**config.mk**
```make
export PLATFORM = sky130hd
export DESIGN_NAME = divide_unit
export DESIGN_NICKNAME = d
export VERILOG_FILES = /design/src/rtl/divide_unit.sv
export SDC_FILE = /design/constraint.sdc
export NUM_CORES = 1
export LEC_CHECK = 0
export BUFFER_PORTS_ARGS = -buffer_cell sky130_fd_sc_hd__clkbuf_2
export CORE_MARGIN = 2
export CORE_UTILIZATION = 40
export CTS_BUF_LIST = sky130_fd_sc_hd__clkbuf_4 sky130_fd_sc_hd__clkbuf_8
export CTS_CLUSTER_SIZE = 14
export DETAILED_ROUTE_END_ITERATION = 12
export PLACE_DENSITY = 0.57
export SLEW_MARGIN = 20
export SYNTH_ARGS = -nofsm -noshare
export SYNTH_HDL_FRONTEND = slang
export SYNTH_SLANG_ARGS = --single-unit
```
**constraint.sdc**
```tcl
create_clock -name Clk -period 13 [get_ports Clk]
set_input_delay 0 -clock Clk [delete_from_list [all_inputs] [get_ports Clk]]
set_output_delay 0 -clock Clk [all_outputs]
set_load 0.01 [all_outputs]
```
**src/rtl/divide_unit.sv**
```systemverilog
// Multicycle restoring divider for MIPS div/divu: one quotient bit per cycle,
// sign fix-up afterwards, Hi = remainder and Lo = quotient, one-cycle EndDivFlag.
module divide_unit #(
   parameter int WIDTH = 32
) (
   input  logic             Clk,
   input  logic             Reset,
   input  logic             Start,
   input  logic             Signed,
   input  logic [WIDTH-1:0] A,
   input  logic [WIDTH-1:0] B,
   output logic             Busy,
   output logic             EndDivFlag,
   output logic             DivZero,
   output logic [WIDTH-1:0] Hi,
   output logic [WIDTH-1:0] Lo,
   output logic [2:0]       dbg_state
);

   localparam int CW = (WIDTH > 1) ? $clog2(WIDTH) : 1;

   // Handshake: Start is taken only in S_IDLE; EndDivFlag is high for exactly
   // the one cycle spent in S_DONE, and Start in any other state is dropped.
   typedef enum logic [2:0] {S_IDLE, S_PREP, S_ITER, S_FIX, S_DONE} state_t;

   state_t           state, state_nx;
   logic [WIDTH-1:0] a_q, b_q, b_abs, rem, quot;
   logic             sgn_q, neg_q, neg_r;
   logic [CW-1:0]    cnt;

   logic             a_neg, b_neg;
   logic [WIDTH-1:0] a_abs_c, b_abs_c;
   logic [WIDTH:0]   shifted, trial;

   assign a_neg   = sgn_q & a_q[WIDTH-1];
   assign b_neg   = sgn_q & b_q[WIDTH-1];
   assign a_abs_c = a_neg ? (~a_q + 1'b1) : a_q;
   assign b_abs_c = b_neg ? (~b_q + 1'b1) : b_q;

   // One extra bit keeps the shifted remainder and the trial sign exact.
   assign shifted = {rem, quot[WIDTH-1]};
   assign trial   = shifted - {1'b0, b_abs};

   always_ff @(posedge Clk or posedge Reset) begin
      if (Reset) state <= S_IDLE;
      else       state <= state_nx;
   end

   always_comb begin
      state_nx   = state;
      Busy       = 1'b0;
      EndDivFlag = 1'b0;
      case (state)
         S_IDLE: if (Start) state_nx = S_PREP;
         S_PREP: begin
            Busy = 1'b1;
            // A zero divisor still passes through S_FIX so the trap path ends
            // one cycle after the sample edge; S_FIX leaves Hi/Lo alone then.
            state_nx = (b_q == '0) ? S_FIX : S_ITER;
         end
         S_ITER: begin
            Busy = 1'b1;
            if (cnt == '0) state_nx = S_FIX;
         end
         S_FIX: begin
            Busy     = 1'b1;
            state_nx = S_DONE;
         end
         S_DONE: begin
            EndDivFlag = 1'b1;
            state_nx   = S_IDLE;
         end
         default: state_nx = S_IDLE;
      endcase
   end

   always_ff @(posedge Clk or posedge Reset) begin
      if (Reset) begin
         a_q     <= '0;
         b_q     <= '0;
         sgn_q   <= 1'b0;
         b_abs   <= '0;
         rem     <= '0;
         quot    <= '0;
         cnt     <= '0;
         neg_q   <= 1'b0;
         neg_r   <= 1'b0;
         DivZero <= 1'b0;
         Hi      <= '0;
         Lo      <= '0;
      end else begin
         case (state)
            S_IDLE: begin
               if (Start) begin
                  a_q     <= A;
                  b_q     <= B;
                  sgn_q   <= Signed;
                  DivZero <= 1'b0;
               end
            end
            S_PREP: begin
               if (b_q == '0) begin
                  DivZero <= 1'b1;
               end else begin
                  b_abs <= b_abs_c;
                  neg_q <= a_neg ^ b_neg;
                  neg_r <= a_neg;
                  rem   <= '0;
                  quot  <= a_abs_c;
                  cnt   <= CW'(WIDTH - 1);
               end
            end
            S_ITER: begin
               if (trial[WIDTH]) begin
                  rem  <= shifted[WIDTH-1:0];
                  quot <= {quot[WIDTH-2:0], 1'b0};
               end else begin
                  rem  <= trial[WIDTH-1:0];
                  quot <= {quot[WIDTH-2:0], 1'b1};
               end
               cnt <= cnt - 1'b1;
            end
            S_FIX: begin
               if (!DivZero) begin
                  Lo <= neg_q ? (~quot + 1'b1) : quot;
                  Hi <= neg_r ? (~rem + 1'b1) : rem;
               end
            end
            default: ;
         endcase
      end
   end

   assign dbg_state = state;

endmodule

```
[Word level (Yosys, flattened, before mapping)]
Cells that the tools add are included.
W data, S select, Z words.
Word-level totals
  bits in registers: 236
  latch bits: 0
  bits in writable memories: 0
  memory bits (read-only): 0
  input bits: 68
  output and inout bits: 70
  word-level logic and storage cells: 69
  memories kept: 0
Operators by class
  add/subtract/negate cells: 6
  multiply operators: 0
  divide/modulo/power cells: 0
  magnitude comparators: 0
  equal/unequal tests: 8
  shift operators: 0
  muxes and demuxes: 21
  bitwise gates (word level): 9
  reduce and logical (&&, ||, !) cells: 12
Operators with widths (count)
  $mux W32: 7
  $add A32 B1 Y32 const B: 4
  $not A32 Y32: 4
  $pmux W32 S2: 2
  $sub A33 B32 Y33: 1
  $logic_not A32 Y1: 1
  $pmux W3 S4: 1
  $pmux W5 S2: 1
  $reduce_and A2 Y1: 5
  $ne A2 B2 Y1 const B: 4
  $eq A3 B2 Y1 const B: 2
  $mux W1: 6
  $mux W3: 2
  $logic_not A5 Y1: 1
  $mux W5: 1
  $sub A5 B1 Y5 const B: 1
  $reduce_bool A2 Y1: 2
  $eq A3 B1 Y1 const B: 1
  $eq A3 B3 Y1 const B: 1
  $logic_not A3 Y1: 1
  $reduce_and A3 Y1: 1
  $reduce_or A3 Y1: 1
  $and A1 B1 Y1: 2
  $not A1 Y1: 2
  other kinds (2): 2

[Depth between registers and ports, before layout]
  depth in word-level cells: 5
  gate-level depth with buffers: 14
  gate-level depth less buffers: 12

[Worst setup path before layout]
No wires, ideal clock.
  path type: register to register
  start: reg quot[31]
  end: reg rem[30]
  data arrival time: 3.236 ns
  required time: 12.931 ns
  path slack: 9.695 ns
  stages on the path, launching flop included: 14
  buffers on the path: 1
  cells stage by stage: dfrtp_1 -> inv_1 -> ha_1 -> fa_1 -> nand2b_1 -> a21oi_1 -> o21ai_0 -> o31a_1 -> a31oi_1 -> a311o_1 -> xor2_1 -> clkbuf_1 -> nand4_1 -> nand3_1
On the way
  longest elaborated chain between the ends: 3
Ends and longest elaborated chain
  start, declared: line 27  | logic [WIDTH-1:0] a_q, b_q, b_abs, rem, quot;
  start signal, assigned: line 109  | quot <= a_abs_c;
  start signal, assigned: line 116  | quot <= {quot[WIDTH-2:0], 1'b0};
  start signal, assigned: line 119  | quot <= {quot[WIDTH-2:0], 1'b1};
  $sub A33 B32 Y33: line 42  | assign trial = shifted - {1'b0, b_abs};
  $mux W32: line 114  | if (trial[WIDTH]) begin
  $pmux W32 S2: line 92  | case (state)
  end signal, assigned: line 115  | rem <= shifted[WIDTH-1:0];
  end signal, assigned: line 118  | rem <= trial[WIDTH-1:0];
  end, declared: line 27
No other way between the ends.
A chain may end at the register's enable or synchronous reset.

[Worst setup path after layout]
  start: reg quot[31]
  end: reg rem[8]
Same word-level chain as after synthesis.

==> results.toml <==
[routing]
first_iter_violations = 787
drc = 0
postRouteAntennaNets = 0
drt_wl_total_um = 34700
vias_per_cell = 5.26
dr_total_vias = 11100
wl_per_cell_um = 16.5
dr.pass1.iters = 5

[yosys]
synthCells = 1449
synth_xor_xnor_area_share_pct = 9.33
synthAdderAreaFrac_pct = 3.69
synth.top_cell.area_share_pct = 44.0
synth_compound_area_share_pct = 16.5
synth_area_leaders = "dfrtp_1 (44%), o21ai_0 (6.2%), xor2_1 (6.0%)"
synth_ff_type = "dfrtp_1"
synth_edf_count = 0
synth_area_leader_cell = "dfrtp_1"
netlist_area_um2 = 13400
syn_nets = 1556
synthMuxAreaShare_pct = 5.14
synthTopCellsByCount = "dfrtp_1 (236), nand2_1 (187), o21ai_0 (167)"
ys_ff_latch = 236
synth_cell_type_count = 82
syn_avg_cell_area_um2 = 9.27
synthSimpleGateAreaFrac_pct = 16.8
async_flop_share_pct = 100
synth_top_family_by_area = "simple AND/OR/NAND/NOR gates"
yosys_warnings = 0
yosysSeqAreaShare_pct = 44.0
synth.most_common_cell = "dfrtp_1"

[worst_setup_path]
crit_start = "quot[31]"
path_cells = "inv_1 > ha_1 > fa_1 > nand2b_1 > a21oi_1 > o21ai_0 > o31a_1 > a31oi_1 > a311o_1 > xnor2_2 > buf_4 > or4b_2 > nand3_1"
cp-start-kind = "flip-flop"
cp-end-kind = "flip-flop"
crit_buf_inv = 2
crit-reg2reg-launch = "quot[31]"
required_ns = 13.51
cp.arrival_ns = 4.63
crit_type = "flip-flop to flip-flop"
crit_family = "compound AO/OA/AOI/OAI gates"
crit_path_max_fanout = 17
crit_path_max_incr_delay_ns = 0.63
crit_slowest_cell = "or4b_2"

[power]
finalPower_uw = 4640
pwr_density_cell_nw_per_um2 = 288
leakage_uw = 0.00719
ir_drop_mv = 0.140

[timing]
slew-limit-headroom_pct = 29.5
final.min_clock_period_ns = 4.12
finalSetupViolations = 0
min_period_over_period_pct = 31.7
worst_pin_slew_ns = 1.06
finalSetupTns_ns = 0
rsz0062_at_grt = "no"
fmax_mhz = 243
fin_worst_skew_ns = 0.0234
drv_slew = 0
final-hold-violation-count = 0

[clock_tree]
cts-htree-levels = 2
numCtsBuffers = 44
cts_root_buf = "clkbuf_8"
clkTransAtPathRegs_ns = 0.06
numClockSinks = 236
worstSkewPairLatency_ns = 0.58
clock_path_buffers = 3
cts_tree = "yes"
cts_setup_buffers = 0

[floorplan]
core_um2 = 33300
initial_core_util_pct = 40.4
die_h_um = 187
fp.dieW_um = 187
io_pins = 138
die_area_um2 = 35100
core.rowCount = 67

[global_route]
grtUsageMet3_pct = 3.25
antenna_found_initial = 0
grt_pass1_wl_um = 57000
grt-busiest-layer = "met1"
grt_pass1_vias = 10600
met1_usage_pct = 31.9
met2_usage_pct = 26.8
grt_overflow = 0
grt_usage_pct = 19.9
grt_max_degree = 128

[status]
status = "completed"

[hold_path]
min_path_type = "primary input to asynchronous set/reset pin"

[place]
dp_hpwl_um = 24400
port_buffers = 137
gp_congestion = 0.838

[finish]
drive_above_1_share_pct = 19.2
nets = 1736
area_delta_synth_final_pct = 19.8
antenna_cells = 0

[job]
drv_cap = 0
[sequential cells by signal, summed over array words and instances, names as in the netlist]
register   flops
cnt            5
Lo            32
Hi            32
rem           32
b_q           32
dbg_state      3
a_q           32
DivZero        1
neg_r          1
neg_q          1
sgn_q          1
b_abs         32
quot          32
[layout by cell type, fill, tap and decap left out, drive strengths merged, types with 3 or more instances in the layout]
cell and count:
a21oi 60, dfrtp 236, nand4 10, nand3 87, o31ai 22, a21o 10
nor4 12, clkbuf 210, nor3 25, mux2i 6, mux2 56, nand2b 13
nand2 187, and2 9, a41oi 3, or2 7, nor2b 4, o211ai 6
a22oi 13, nor3b 5, and3 5, buf 12, or3 13, a31oi 12
xor2 92, dlygate4sd3 67, a221o 18, nor2 69, o21ai 169, clkinv 4
inv 62, o21bai 4, xnor2 51, or4 12, o41ai 11, ha 38
[cells by family (layout without fill, tap and decap cells)]
family,Yosys count,count (layout)
muxes,62,62
and+or+nand+nor,470,470
xor gates and xnor gates,143,143
adders and majority gates,39,39
DFF,236,236
buffers and inverters,142,357
AOI/OAI and AO/OA,357,357
[worst reg2reg max path, delay by kind of cell (launching register included)]
| family | cells | cell delay, ns |
|---|---|---|
| AO/OA/AOI/OAI | 5 | 1.56 |
| XOR/XNOR | 1 | 0.27 |
| AND/OR/NAND/NOR | 3 | 0.90 |
| flip-flops | 1 | 0.35 |
| buffers and inverters | 2 | 0.39 |
| adder cells (fa/ha/maj) | 2 | 0.59 |
[where the power goes]
| group | internal (µW) | leakage, µW | total, µW | switching (µW) |
|---|---|---|---|---|
| Clock | 464 | 0.000527 | 796 | 332 |
| Combinational | 996 | 0.00371 | 2360 | 1360 |
| Sequential | 1080 | 0.00295 | 1480 | 404 |
[cell type report]
type / instances / area [µm²]
Inverter: 60 / 233
Multi-Input combinational cell: 1071 / 6950
Clock inverter: 8 / 77.6
Fill cell: 3221 / 17200
Clock buffer: 73 / 911
Sequential cell: 236 / 5910
Tap cell: 448 / 561
Timing Repair Buffer: 216 / 1450
[metrics by stage]
step / utilization (%) / hold slack, ns / cell area [µm²] / std cells / worst slack (ns)
6_report: 48.3 / 0.0982 / 16100 / 2112 / 8.88
5_1_grt: 48.3 / 0.160 / 16100 / 2112 / 8.63
4_1_cts: 48.3 / 0.120 / 16100 / 2112 / 8.92
3_5_place_dp: 43.3 / 0.193 / 14400 / 1964 / 8.94
3_3_place_gp: 43.3 / 0.197 / 14400 / 1964 / 9.02
2_1_floorplan: - / 0.117 / 13400 / 1449 / 6.53
[path summary, 6_finish.rpt]
path	slack, ns	to	cells after the start
max in group asynchronous	10.63	Hi[5]	5
worst max-delay path	8.88	rem[8]	13
worst min register to register	0.47	Lo[22]	2
worst min-delay path	0.1	sgn_q	3
min in group Clk	0.17	b_q[10]	4
worst max register to register	8.88	rem[8]	13
[routing by layer]
layer,part of all wire [%],wire length [µm]
met1,53,18300
met2,40,13800
met3,5.3,1840
met4,2.4,829
met5,0,0
[repair_timing]
item / 4_1_cts / 5_1_grt
hold buffers: 67 / 0
resized for setup: 0 / 0
endpoints found under the setup margin: 0 / 0
hold endpoints to repair: 167 / 0
(Power assumes the default switching activity.)
